==> config.mk <==
export PLATFORM = sky130hd
export DESIGN_NAME = fetch_queue_flat
export DESIGN_NICKNAME = d
export VERILOG_FILES = /design/src/rtl/fetch_queue_if.sv /design/src/rtl/fetch_queue.sv /design/src/flat_wrapper.sv
export SDC_FILE = /design/constraint.sdc
export NUM_CORES = 1
export LEC_CHECK = 0
export BUFFER_PORTS_ARGS = -buffer_cell sky130_fd_sc_hd__buf_4
export CORE_MARGIN = 3
export CORE_UTILIZATION = 60
export CTS_BUF_LIST = sky130_fd_sc_hd__clkbuf_4 sky130_fd_sc_hd__clkbuf_8
export DETAILED_ROUTE_END_ITERATION = 12
export GPL_ROUTABILITY_DRIVEN = 0
export GPL_TIMING_DRIVEN = 1
export PLACE_DENSITY = 0.83
export SYNTH_ARGS = -nofsm -noshare
export SYNTH_HDL_FRONTEND = slang
export SYNTH_SLANG_ARGS = --single-unit
==> constraint.sdc <==
create_clock -name clk -period 4 [get_ports clk]
set_input_delay 0.6 -clock clk [delete_from_list [all_inputs] [get_ports clk]]
set_output_delay 0.6 -clock clk [all_outputs]
set_load 0.02 [all_outputs]
==> src/rtl/fetch_queue_if.sv <==
// Fetch queue bus: producer-side instruction inputs, decode-side head
// outputs and status. Clock, reset and clock enable stay as plain ports.
interface fetch_queue_if #(
  parameter int DEPTH = 4
);
  localparam int CW = $clog2(DEPTH) + 1;

  logic          flush;
  logic          bubble_in;
  logic [31:0]   pc_in;
  logic [7:0]    exc_in;
  logic [31:0]   instr_in;
  logic          stall;
  logic          bubble_out;
  logic [31:0]   pc_out;
  logic [31:0]   instr_out;
  logic [7:0]    exc_out;
  logic          fetch_stall;
  logic [CW-1:0] count;
  logic          overflow_err;

  modport master (
    output flush, bubble_in, pc_in, exc_in, instr_in, stall,
    input  bubble_out, pc_out, instr_out, exc_out, fetch_stall, count, overflow_err
  );

  modport slave (
    input  flush, bubble_in, pc_in, exc_in, instr_in, stall,
    output bubble_out, pc_out, instr_out, exc_out, fetch_stall, count, overflow_err
  );
endinterface

==> src/rtl/fetch_queue.sv <==
// Fetch queue: circular FIFO between the fetch pipeline and decode.
// Show-ahead head outputs, no enqueue->output bypass, sticky overflow flag,
// and early backpressure that leaves room for two in-flight memory fetches.
// DEPTH must be a power of two and at least 4.
module fetch_queue #(
  parameter int DEPTH = 4
) (
  input  logic         clk,
  input  logic         rst_n,
  input  logic         clk_en,
  fetch_queue_if.slave bus
);
  localparam int AW = $clog2(DEPTH);
  localparam int CW = AW + 1;

  // Entry storage; contents are only meaningful below count, so no reset.
  logic [31:0] pc_mem    [DEPTH];
  logic [31:0] instr_mem [DEPTH];
  logic [7:0]  exc_mem   [DEPTH];

  logic [AW-1:0] rd_ptr;
  logic [AW-1:0] wr_ptr;
  logic [CW-1:0] count;
  logic          overflow_err;

  logic enq;
  logic deq;
  logic full;
  logic enq_accepted;
  logic enq_dropped;

  // Handshake decode: a full queue still accepts a write when the head leaves.
  always_comb begin
    enq          = clk_en & ~bus.flush & ~bus.bubble_in;
    deq          = clk_en & ~bus.flush & ~bus.stall & (count != {CW{1'b0}});
    full         = (count == CW'(DEPTH));
    enq_accepted = enq & (~full | deq);
    enq_dropped  = enq & full & ~deq;
  end

  // Write accepted entries; an excepting fetch carries no instruction word.
  always_ff @(posedge clk) begin
    if (enq_accepted) begin
      pc_mem[wr_ptr]    <= bus.pc_in;
      exc_mem[wr_ptr]   <= bus.exc_in;
      instr_mem[wr_ptr] <= (bus.exc_in != 8'h00) ? 32'h0000_0000 : bus.instr_in;
    end
  end

  // Pointer, occupancy and sticky-error state; flush outranks enq/deq.
  always_ff @(posedge clk or negedge rst_n) begin
    if (!rst_n) begin
      rd_ptr       <= {AW{1'b0}};
      wr_ptr       <= {AW{1'b0}};
      count        <= {CW{1'b0}};
      overflow_err <= 1'b0;
    end else if (clk_en) begin
      if (bus.flush) begin
        rd_ptr <= {AW{1'b0}};
        wr_ptr <= {AW{1'b0}};
        count  <= {CW{1'b0}};
      end else begin
        if (enq_accepted) begin
          wr_ptr <= wr_ptr + AW'(1);
        end
        if (deq) begin
          rd_ptr <= rd_ptr + AW'(1);
        end
        case ({enq_accepted, deq})
          2'b10:   count <= count + CW'(1);
          2'b01:   count <= count - CW'(1);
          default: count <= count;
        endcase
        if (enq_dropped) begin
          overflow_err <= 1'b1;
        end
      end
    end
  end

  // Show-ahead head view; forced to zero while the queue is empty.
  always_comb begin
    bus.bubble_out   = 1'b1;
    bus.pc_out       = 32'h0000_0000;
    bus.instr_out    = 32'h0000_0000;
    bus.exc_out      = 8'h00;
    if (count != {CW{1'b0}}) begin
      bus.bubble_out = 1'b0;
      bus.pc_out     = pc_mem[rd_ptr];
      bus.instr_out  = instr_mem[rd_ptr];
      bus.exc_out    = exc_mem[rd_ptr];
    end else begin
      bus.bubble_out = 1'b1;
    end
  end

  // Status outputs; backpressure covers two fetches already in flight.
  always_comb begin
    bus.count        = count;
    bus.overflow_err = overflow_err;
    bus.fetch_stall  = (count >= CW'(DEPTH - 2));
  end
endmodule

==> src/flat_wrapper.sv <==
// flat-port wrapper written by rule: the top's interface ports become plain ports
module fetch_queue_flat 
#(
  parameter int DEPTH = 4
)
  (clk, rst_n, clk_en, bus_flush, bus_bubble_in, bus_pc_in, bus_exc_in, bus_instr_in, bus_stall, bus_bubble_out, bus_pc_out, bus_instr_out, bus_exc_out, bus_fetch_stall, bus_count, bus_overflow_err);
  fetch_queue_if #(.DEPTH(DEPTH)) bus_i ();
  input  logic clk;
  input  logic rst_n;
  input  logic clk_en;
  input wire logic [$bits(bus_i.flush)-1:0] bus_flush;
  input wire logic [$bits(bus_i.bubble_in)-1:0] bus_bubble_in;
  input wire logic [$bits(bus_i.pc_in)-1:0] bus_pc_in;
  input wire logic [$bits(bus_i.exc_in)-1:0] bus_exc_in;
  input wire logic [$bits(bus_i.instr_in)-1:0] bus_instr_in;
  input wire logic [$bits(bus_i.stall)-1:0] bus_stall;
  output wire logic [$bits(bus_i.bubble_out)-1:0] bus_bubble_out;
  output wire logic [$bits(bus_i.pc_out)-1:0] bus_pc_out;
  output wire logic [$bits(bus_i.instr_out)-1:0] bus_instr_out;
  output wire logic [$bits(bus_i.exc_out)-1:0] bus_exc_out;
  output wire logic [$bits(bus_i.fetch_stall)-1:0] bus_fetch_stall;
  output wire logic [$bits(bus_i.count)-1:0] bus_count;
  output wire logic [$bits(bus_i.overflow_err)-1:0] bus_overflow_err;
  assign bus_i.flush = bus_flush;
  assign bus_i.bubble_in = bus_bubble_in;
  assign bus_i.pc_in = bus_pc_in;
  assign bus_i.exc_in = bus_exc_in;
  assign bus_i.instr_in = bus_instr_in;
  assign bus_i.stall = bus_stall;
  assign bus_bubble_out = bus_i.bubble_out;
  assign bus_pc_out = bus_i.pc_out;
  assign bus_instr_out = bus_i.instr_out;
  assign bus_exc_out = bus_i.exc_out;
  assign bus_fetch_stall = bus_i.fetch_stall;
  assign bus_count = bus_i.count;
  assign bus_overflow_err = bus_i.overflow_err;
  fetch_queue #(.DEPTH(DEPTH)) u_core (.clk(clk), .rst_n(rst_n), .clk_en(clk_en), .bus(bus_i));
endmodule
==> impl_summary.md, run 1 <==
Global routing
The overall track demand over capacity in global routing is 21.0%. The first-pass GRT wire length is 34,600 microns. The maximum number of pins on one net before global-route repair is 75. After global routing the overflow that remains totals 0. The number of global-route vias before repair is 6,373. The initial antenna violation count was 0.

Clock tree
The latest clock arrival within the worst-skew pair is 0.52 ns. The clock tree synthesis step divided the H-tree into 2 levels. The tree is rooted in a clkbuf_8.

The register clock-pin slew on the reported worst setup and hold paths is 0.06 ns. Counting every sink on the clock net gives 296. The number of buffers inserted during clock tree synthesis is 45. TritonCTS built the clock tree.

The worst-case clock buffer depth is 3. After clock tree synthesis, the setup repair step added 0 buffers.

Synthesis
During synthesis, Yosys emitted a total of 0 warnings. Sequential cells were found to cover 75.8% of the synthesized design area. In this run, distinct cell masters in the synthesized netlist total 33.

The share of async-settable or async-resettable flops after synthesis is 2.70%. The post-synthesis instance total is 556. Yosys mapped a number of flops with a built-in enable equal to 288.

Yosys attributes the largest share of cell area to edfxtp_1 74%, mux4_2 14%, nor2b_1 3.9%, and2_1 2.0%, dfrtp_1 1.7%. The most common cell in the synthesized netlist is edfxtp_1. The predominant post-synthesis flop cell is edfxtp_1.

The post-synthesis area per instance is 21.0 sq um. Summing every instance area after synthesis gives 11,700 sq um. Ranked by instance count, the synthesized netlist is headed by 288 x edfxtp_1, 72 x mux4_2, 72 x nor2b_1. Counting flops and latches in the post-synthesis netlist gives 296.

Of all cell types, the one taking the most synthesized area is edfxtp_1. The synthesized design devotes to its leading area cell type 74.1% of total area. The post-synthesis net count is 639.

Timing
The tightest hold path in the finished design has a slack of 0.276 ns. The relative slew slack is 29.8%. The setup TNS is 0 ns. Setup violations remaining at the end of the flow were counted as 0. The final critical path takes up 79.4% of the cycle. The number of pins exceeding their max-slew limit in the final report is 0. Static timing analysis puts the maximum clock frequency at 315 MHz.

The transition at the pin with the smallest max-transition slack is 1.05 ns. Across all setup checks in the final design, the least slack found is 0.826 ns. Counting I/O delays and the setup requirement, the final critical path takes 3.17 ns. The worst clock skew is 0.00959 ns.

Setup repair after global routing left no endpoint under its margin. The final count of hold timing violations is 0.

Route
The final routed wirelength across all metal layers is 21,800 microns. The remaining design rule violation count is 0. The routed wirelength normalized by instance count is 21.2 microns. Once detail routing completed, the nets flagged for antenna violations numbered 0. The number of DRC markers in iteration 0 is 319. Detailed routing inserted a total of 5,846 vias. In the routed layout, each cell is associated on average with a via count of 5.69. The first detailed-routing pass ran for 4 iterations.

Placed design
Summing all placed instances gives a cell area of 13,200 sq um. The placed instance count is 952. Port buffering added 155 buffers. Once detailed placement completed, the half-perimeter wirelength came to 13,200 microns. The worst slack at placement is 1.28 ns.

Power and ir drop
The static leakage is 4.98 nW. Per report_power, the combinational group accounts for 18.7% of the total. The design draws 7.22 mW. Internal power comes to 5.39 mW. The largest vdd supply drop is 0.000317 V. The net switching component of the power is 1.83 mW.

The areal power density over the cells is 515 nW/um^2. Of the total power, registers draw 49.6%. The clock group share of total power is 31.7%. The switching power share of the total is 25.3%.

Finish
Of the cells placed in the final design, the portion with a size suffix greater than 1 is 41.9%. Summing all non-filler instances in the final layout gives an area of 14,000 sq um. The share of the core filled with cells in the final layout is 74.2%. After the last flow step, the layout net total stands at 823. The area growth from synthesis to layout is 20.1%. Leaving out filler cells and counting taps, the final layout contains 1,028. The repair_antennas step left the layout with diodes totalling 0.

Floorplanning
The floorplan has 50 rows. For this configuration, the core starts out at a cell density of 61.8%. The number of ports placed on the die boundary is 156. After floorplanning, the core was sized to cover 18,900 sq um. The total die area is 21,200 sq um. The vertical extent of the die is 145 microns. The die outline width is 145 microns.

Outcome
The flow ran to the end, and the final reports show no timing, DRC or antenna violations.

Worst setup path
The longest individual stage delay on the worst path is 0.73 ns. Along the worst path, the maximum fanout reaches 24. Traced cell by cell, the critical path runs through buf_4 > mux4_2 > nor2b_1 > buf_4. Data on the critical path is required at its endpoint by 3.40 ns. The critical path's most frequent cell is buf_4.

The slowest stage of the critical path is the dfrtp_4 cell. STA classifies the critical path endpoint as an output port. By startpoint and endpoint, the worst setup path is classified as flip-flop to output port. STA classifies the critical path startpoint as a flip-flop. Data arrives at the worst endpoint at 2.57 ns.

Job
The number of max-cap violations is 0.

Hold path
The tightest min-delay check is of the input pin to flip-flop type.
## cell families after synthesis
kind of cell / synth area share, %
AOI/OAI and AO/OA: 1.05
muxes: 14.0
DFF: 75.8
adders and majority gates: 0.536
and+or+nand+nor: 7.01
buffers and inverters: 1.49
xor gates and xnor gates: 0.0751
## worst max-delay path: cells and delay by family (launching register included)
family | cells | cell delay (ns)
multiplexers | 1 | 0.58
AND/OR/NAND/NOR | 1 | 0.15
buffers and inverters | 2 | 0.56
flip-flops | 1 | 0.73
## timing repair
item	CTS	global route
hold buffers	1	0
hold endpoints to repair	8	0
gates resized for setup	0	0
## state kept, by name (all words and copies together), names as in the netlist
name	cells
u_core.bus.count	3
u_core.bus.overflow_err	1
u_core.exc_mem	32
u_core.instr_mem	128
u_core.pc_mem	128
u_core.rd_ptr	2
u_core.wr_ptr	2
## path summary, 6_finish.rpt
check	from	to	slack, ns	depth (start not counted)
worst max-delay path	u_core.rd_ptr[0]$_DFFE_PN0P_	bus_instr_out[25]	0.83	4
worst min-delay path	bus_pc_in[3]	u_core.pc_mem[3][3]$_DFFE_PP_	0.28	1
worst max register to register	u_core.bus.count[1]$_DFFE_PN0P_	u_core.pc_mem[2][17]$_DFFE_PP_	1.45	4
worst min register to register	u_core.bus.overflow_err$_DFFE_PN0P_	u_core.bus.overflow_err$_DFFE_PN0P_	0.56	1
max in group asynchronous	rst_n	u_core.rd_ptr[0]$_DFFE_PN0P_	3.40	2
min in group asynchronous	rst_n	u_core.rd_ptr[1]$_DFFE_PN0P_	0.44	2
## layout make-up
| type | count | area, sq um |
|---|---|---|
| well taps | 260 | 325 |
| clock buffers | 67 | 803 |
| flip-flops and latches | 296 | 8860 |
| fillers | 1137 | 4880 |
| clock inverters | 8 | 37.5 |
| inverters | 4 | 15.0 |
| multi-input cells | 227 | 2660 |
| repair buffers | 166 | 1310 |
## power groups by stage
| stage | Combinational [mW] | Sequential, mW | Clock, mW |
|---|---|---|---|
| final | 1.35 | 3.58 | 2.29 |
| after global placement | 1.34 | 3.64 | 0 |
| after floorplan | 0.874 | 3.59 | 0 |
| after CTS | 1.37 | 3.58 | 2.34 |
| after global routing | 1.44 | 3.60 | 2.49 |
| after detailed placement | 1.36 | 3.65 | 0 |
## cell usage in the layout (no fill, tap or decap), drive strengths merged, types with 7 or more instances in the layout
cell type / n
clkbuf: 67
buf: 165
dfrtp: 8
clkinv: 7
nor2: 10
nor2b: 72
and2: 38
edfxtp: 288
mux4: 72
## routing by layer
layer | global-route usage [%] | share of wire (%)
met4 | 5.41 | 1.3
met2 | 34.4 | 50
met1 | 28.4 | 40
met5 | 0 | 0
met3 | 6.01 | 9.2
Note: power is estimated with default switching activity, not from simulation.
==> run 2, diff against run 1 <==
Clock period 4 ns to 3.35 ns, I/O delays scaled along.
==> run 2 against run 1 <==
  * Die area did not move
  * Combinational power rose by 24%
  * Non-clock buffer count rose by 6
  * Worst setup slack got worse by 0.46 ns
  * Hold slack got worse by 0.13 ns
  * Via count rose by 1.8%
  * Sequential power rose by 19%
  * Wire length rose by 5.1%
  * Largest cell class unchanged
  * Largest power group unchanged
  * Sequential share of layout area fell by 0.46 points
  * Clock skew rose by 0.0096 ns
  * Clock power rose by 25%
==> impl_summary.md, run 2 (synthesis gave the netlist of run 1 again) <==
Timing
The number of pins exceeding their max-slew limit in the final report was 0. After routing, the total negative slack on setup checks comes to 0 ns. The setup violation total in the final timing report is 0.

At the pin with the least slew margin, the transition time is 0.664 ns. Once routing completed, OpenROAD measured the worst setup slack at 0.367 ns. For this run, the top clock speed supported by timing is 335 MHz. The period utilization is 89.0%.

The time the final worst path needs with I/O delays and setup is 2.98 ns. Setup repair after global routing left no endpoint under its margin. The relative slew slack is 55.8%. The worst clock skew is 0.0192 ns.

The final count of hold timing violations is 0.

Power and ir drop
The largest vdd supply drop is 0.000491 V. Dividing total power by cell area gives a power density of 623 nW/um^2. The static leakage is 5.04 nW.

Global routing
The first global-routing pass estimated 36,500 microns of wire. The maximum number of pins on one net before global-route repair is 73. The overall track demand over capacity in global routing is 22.2%. The initial antenna violation count was 4. The global route total overflow is 0. The number of global-route vias before repair is 6,585.

Floorplanning
The number of ports placed on the die boundary is 156. The core outline area is 18,900 sq um. In this run the vertical extent of the chip is 145 microns. The die outline width is 145 microns. The floorplan step defined a die boundary enclosing 21,200 sq um. The placement row count is 50. Once the floorplan was initialized, standard cells occupied 61.8% of the core.

Clock tree
After clock tree synthesis, the clock-pin slew on the worst setup and hold paths is 0.06 ns. CTS built an H-tree with a depth of 2. The number of buffers inserted during clock tree synthesis is 45. The count of clock tree sinks is 296. The tree is rooted in a clkbuf_8. The latest clock arrival within the worst-skew pair is 0.55 ns. The CTS tree is done. The number of gates resized after CTS was 0. In this run the deepest clock path goes through 3 buffers.

Worst setup path
At the worst endpoint, the required time is 2.85 ns. The category of the worst setup path capture point is an output port. The startpoint identified for the worst register-to-register timing path is u_core.bus.count[0]$_DFFE_PN0P_. The worst setup path startpoint is u_core.rd_ptr[0]$_DFFE_PN0P_. The arrival time at the worst endpoint is 2.48 ns. The critical path is of the flip-flop to output port type. In this run the worst path has a maximum fanout of 22.

STA classifies the critical path startpoint as a flip-flop.

Placed design
The HPWL after detailed placement is 14,100 microns. Before CTS, the worst setup slack after placement is 0.810 ns. The placed instance count is 958. In this run the tool buffered the top-level ports with 155 buffer cells.

Route
The number of antenna-violating nets in the routed design is 0. The via count is 5,951. The final routed wirelength across all metal layers is 22,900 microns. The routed wirelength normalized by instance count is 22.1 microns.

The number of DRC markers in iteration 0 is 368. After detailed routing, the number of remaining DRC violations is 0. The detailed-routing iteration count for the pre-antenna-repair pass is 5.

Dividing the detail-routed via count by the number of cells gives 5.73.

Hold path
The path type of the worst min-delay path is input pin to flip-flop. The worst hold path begins at bus_pc_in[4].

Finish
Of the cells placed in the final design, the portion with a size suffix greater than 1 is 42.4%. The total area of sequential cells is 8860 sq um. The library cell used most frequently in the layout, excluding fill and tap cells, is edfxtp_1.

The net count of the finished layout is 829. The largest registers in the layout are u_core.instr_mem x128, u_core.pc_mem x128, u_core.exc_mem x32. The fill cell total of the finished layout is 1,054. Summing all multi-input logic gate instances after layout gives 2660 sq um. In the layout the commonest cells are 288 x edfxtp_1, 165 x buf_4, 72 x mux4_2, 72 x nor2b_1, 51 x clkbuf_8. The area growth from synthesis to layout is 21.0%. The filler-free cell count of the finished design is 1,039.

Outcome
The run finished with clean final reports.

Job
The number of max-cap violations is 0.
[run 2: cell count changes in the layout (fill, tap and decap cells not counted), sizes merged]
cell / delta
diode: +1
clkinv: +3
buf: +6
inv: +3
clkbuf: -2
[run 2: what timing repair did]
action                    in CTS  in global routing
hold buffers                   1                  0
buffers inserted               0                  0
hold endpoints to repair       8                  0
[run 2: critical path, cell delays in order, from the launching register on]
cell	delay, ns
dfrtp_4	0.74
buf_4	0.32
mux4_2	0.52
nor2b_1	0.16
buf_4	0.20
[run 2: stage by stage]
stage          cell area, sq um  hold WS, ns  total power [mW]  util (%)
6_report                  14100        0.150              8.80      74.7
2_1_floorplan             11700        0.207              5.33         -
4_1_cts                   14100        0.128              8.87      74.7
3_5_place_dp              13200        0.330              6.02      70.0
5_1_grt                   14100        0.130              9.14      74.7
3_3_place_gp              13200        0.327              5.98      70.0
[run 2: per-layer routing]
layer / wire length [microns] / global-route usage, %
met1: 8910 / 30.1
met3: 2260 / 7.13
met4: 542 / 7.83
met2: 11200 / 34.9
met5: 41 / 0
[run 2: power by group]
part	internal [mW]	switching [mW]	total, mW
clock network	1.55	1.31	2.87
registers	4.17	0.0971	4.27
logic	0.769	0.897	1.67
[run 2: layout make-up]
cell class | count | share of cell area [%]
sequential | 296 | 62.7
multi-input combinational | 227 | 18.9
timing repair buffer | 172 | 9.70
clock buffer | 65 | 5.72
tap | 260 | 2.30
clock inverter | 14 | 0.541
inverter | 4 | 0.106
antenna | 1 | 0.0177
[run 2: final timing paths]
kind                                                       endpoint  slack (ns)  cells past startpoint
worst max-delay path                              bus_instr_out[26]        0.37                      4
worst min register to register  u_core.bus.overflow_err$_DFFE_PN0P_        0.54                      1
worst max register to register       u_core.exc_mem[0][4]$_DFFE_PP_        0.98                      4
max in group asynchronous              u_core.rd_ptr[0]$_DFFE_PN0P_        2.87                      2
min in group asynchronous           u_core.bus.count[0]$_DFFE_PN0P_        0.31                      2
worst min-delay path                  u_core.pc_mem[3][4]$_DFFE_PP_        0.15                      1
==> run 3, diff against run 2 <==
Settings changed: CORE_UTILIZATION 60 to 54, PLACE_DENSITY 0.83 to 0.78.
Clock period 3.35 ns to 2.6 ns, I/O delays scaled along.
==> run 3 against run 2 <==
  * Global-route usage is 2.1 points lower
  * Clock-buffer cell count is 2 lower
  * Total power is 33% higher
  * Worst setup slack worse by 0.35 ns
  * Largest cell class unchanged
  * Sequential power is 28% higher
  * Core utilization is 5.3 points lower
  * Cell area is 4.1% higher
  * Flip-flop and latch count stayed put
  * Register-to-register slack worse by 0.60 ns
  * Non-clock buffer count is 21 higher
  * Wire length is 6.5% higher
  * Via count is 0.92% higher
==> impl_summary.md, run 3 (synthesis gave the netlist of run 1 again) <==
Power and ir drop
IR analysis of the VDD net gives a maximum drop of 0.000466 V. The areal power density over the cells is 799 nW/um^2. In this run the static leakage power is 5.28 nW. The sum of internal, switching and leakage power is 11.7 mW.

Route
The remaining design rule violation count is 0. The detailed router placed 6,006 vias in this run. The number of DRC markers in iteration 0 is 443.

The routed design has 24,400 microns of wire. The routed wirelength normalized by instance count is 22.7 microns. Using the TritonRoute via totals, the vias-per-cell ratio works out to 5.59.

The first TritonRoute pass finished after 5 iterations. The number of antenna-violating nets in the routed design is 0.

Finish
Leaving out fill and tap cells, the most frequent cells in the layout are 288 x edfxtp_1, 154 x buf_4, 72 x mux4_2. The most common library cell in the layout ignoring fill and taps is edfxtp_1. For this run, the post-layout net count is 851.

The final cell area excluding filler cells is 14,700 sq um. The post-route netlist has 45.4% of its cells at a drive strength greater than 1. The number of diodes added for antenna fixing is 0. The largest registers in the layout are u_core.instr_mem x128, u_core.pc_mem x128, u_core.exc_mem x32.

Relative to the synthesized area, the layout overhead comes to 25.9%. After filler insertion, the fill cell instance count of the layout stands at 1,265.

Placed design
The half-perimeter wire length of the detailed placement result is 14,600 microns. The number of buffers added on ports is 155. The placed standard-cell area is 13,400 sq um.

Timing analysis after detailed placement gives a worst setup slack of 0.354 ns.

Clock tree
The latest clock arrival within the worst-skew pair is 0.54 ns. Clock-pin slew was measured on the worst setup and hold paths at 0.06 ns. Clock tree synthesis found a total of 296 sinks. Counting the buffers created by CTS gives 46. The longest clock path from root to sink contains 3 buffers. The cell sitting at the root of the clock tree is a clkbuf_8.

The number of levels the H-tree was split into is 2. TritonCTS built the clock tree.

Timing
The time the final worst path needs with I/O delays and setup is 2.58 ns. Setup repair after global routing could not meet its margin everywhere. Clock skew on the completed layout was measured at 0.0145 ns. In this run the tightest slew margin relative to its limit is 67.8%.

The worst setup slack after layout is 0.0167 ns. The period utilization is 99.4%. The smallest hold slack is 0.0520 ns.

The transition at the pin with the smallest max-transition slack is 0.482 ns. The setup TNS is 0 ns. The final count of hold timing violations is 0. Setup violations remaining at the end of the flow were counted as 0. For this run, the top clock speed supported by timing is 387 MHz. The number of pins exceeding their max-slew limit in the final report is 0.

Global routing
For this run the aggregate overflow at the end of global routing stands at 0. The overall track demand over capacity in global routing is 20.2%. The initial antenna violation count came to 0.

Entering global routing, the biggest net connects 75 pins. The first-pass GRT wire length is 36,500 microns. The number of global-route vias before repair is 6,519.

Worst setup path
The required time at the endpoint of the critical path is 2.21 ns. The critical path is of the flip-flop to output port type. The category of the worst setup path capture point is an output port. Of all nets on the critical path, the largest fanout is 8. The worst setup path is launched from a flip-flop. The arrival time at the worst endpoint is 2.19 ns.

Outcome
The flow ran to the end, and the final reports show no timing, DRC or antenna violations.

Floorplanning
The effective utilization at floorplan is 55.2%. The number of ports placed on the die boundary is 156. The vertical extent of the die is 153 microns. Measured along the x axis, the die boundary spans 153 microns. The die covers 23,400 sq um.

The floorplan step defined a core boundary enclosing 21,200 sq um. In this run the core area contains 53 standard-cell rows.

Hold path
The tightest min-delay check is of the input pin to flip-flop type.

Job
Max-cap violations in this run came to 0.
run 3: cell count changes in the layout (fill, tap and decap cells not counted), moves of 4 or more:
cell	before	now
buf_12	6	16
buf_4	165	154
buf_6	0	14
clkbuf_16	0	4
clkinv_1	6	10
nor2b_1	72	58
nor2b_2	0	4
nor2b_4	0	10
run 3: repair_timing:
action,4_1_cts,5_1_grt
cloned,1,4
setup buffers,9,3
endpoints found under the hold margin,8,0
pin swaps,0,1
resized for setup,3,49
hold buffers,1,0
endpoints found under the setup margin,68,55
run 3: area by class of cell:
class,instances,area [sq um],share of cell area (%)
multi-input combinational,227,2750,18.8
clock inverter,16,92.6,0.630
clock buffer,63,779,5.31
inverter,4,15.0,0.102
sequential,296,8860,60.3
timing repair buffer,193,1840,12.5
tap,275,344,2.34
run 3: worst max-delay path: stages, from the launching register on:
cell	delay (ns)
dfrtp_4	0.49
buf_12	0.17
buf_12	0.15
buf_4	0.13
mux4_2	0.41
nor2b_2	0.17
buf_6	0.13
run 3: per-layer routing:
layer	global-route usage [%]	wire length, microns	vias up	share of wire, %
met5	0	0	-	0
met4	6.87	448	0	1.8
met3	4.61	1600	42	6.5
li1	-	-	2660	-
met1	26.4	9430	3073	39
met2	33.9	12900	231	53
run 3: final timing paths:
path / slack, ns / depth (start not counted) / from / endpoint
worst max-delay path: 0.02 / 6 / u_core.rd_ptr[0]$_DFFE_PN0P_ / bus_pc_out[11]
min in group asynchronous: 0.22 / 2 / rst_n / u_core.wr_ptr[0]$_DFFE_PN0P_
worst min-delay path: 0.05 / 1 / bus_pc_in[27] / u_core.pc_mem[2][27]$_DFFE_PP_
max in group asynchronous: 2.23 / 2 / rst_n / u_core.bus.count[1]$_DFFE_PN0P_
worst max register to register: 0.38 / 8 / u_core.bus.count[1]$_DFFE_PN0P_ / u_core.bus.count[2]$_DFFE_PN0P_
worst min register to register: 0.49 / 1 / u_core.bus.overflow_err$_DFFE_PN0P_ / u_core.bus.overflow_err$_DFFE_PN0P_
run 3: stage by stage:
step	util (%)	instances
3_5_place_dp	63.2	977
4_1_cts	68.0	1067
5_1_grt	69.4	1074
6_report	69.4	1074
3_3_place_gp	63.2	977
2_1_floorplan	-	556
run 3: where the power goes:
part           total (mW)  switching [mW]  internal [mW]
sequential           5.45          0.0741           5.37
clock                3.67            1.65           2.03
combinational        2.61            1.33           1.28
total                11.7            3.05           8.68
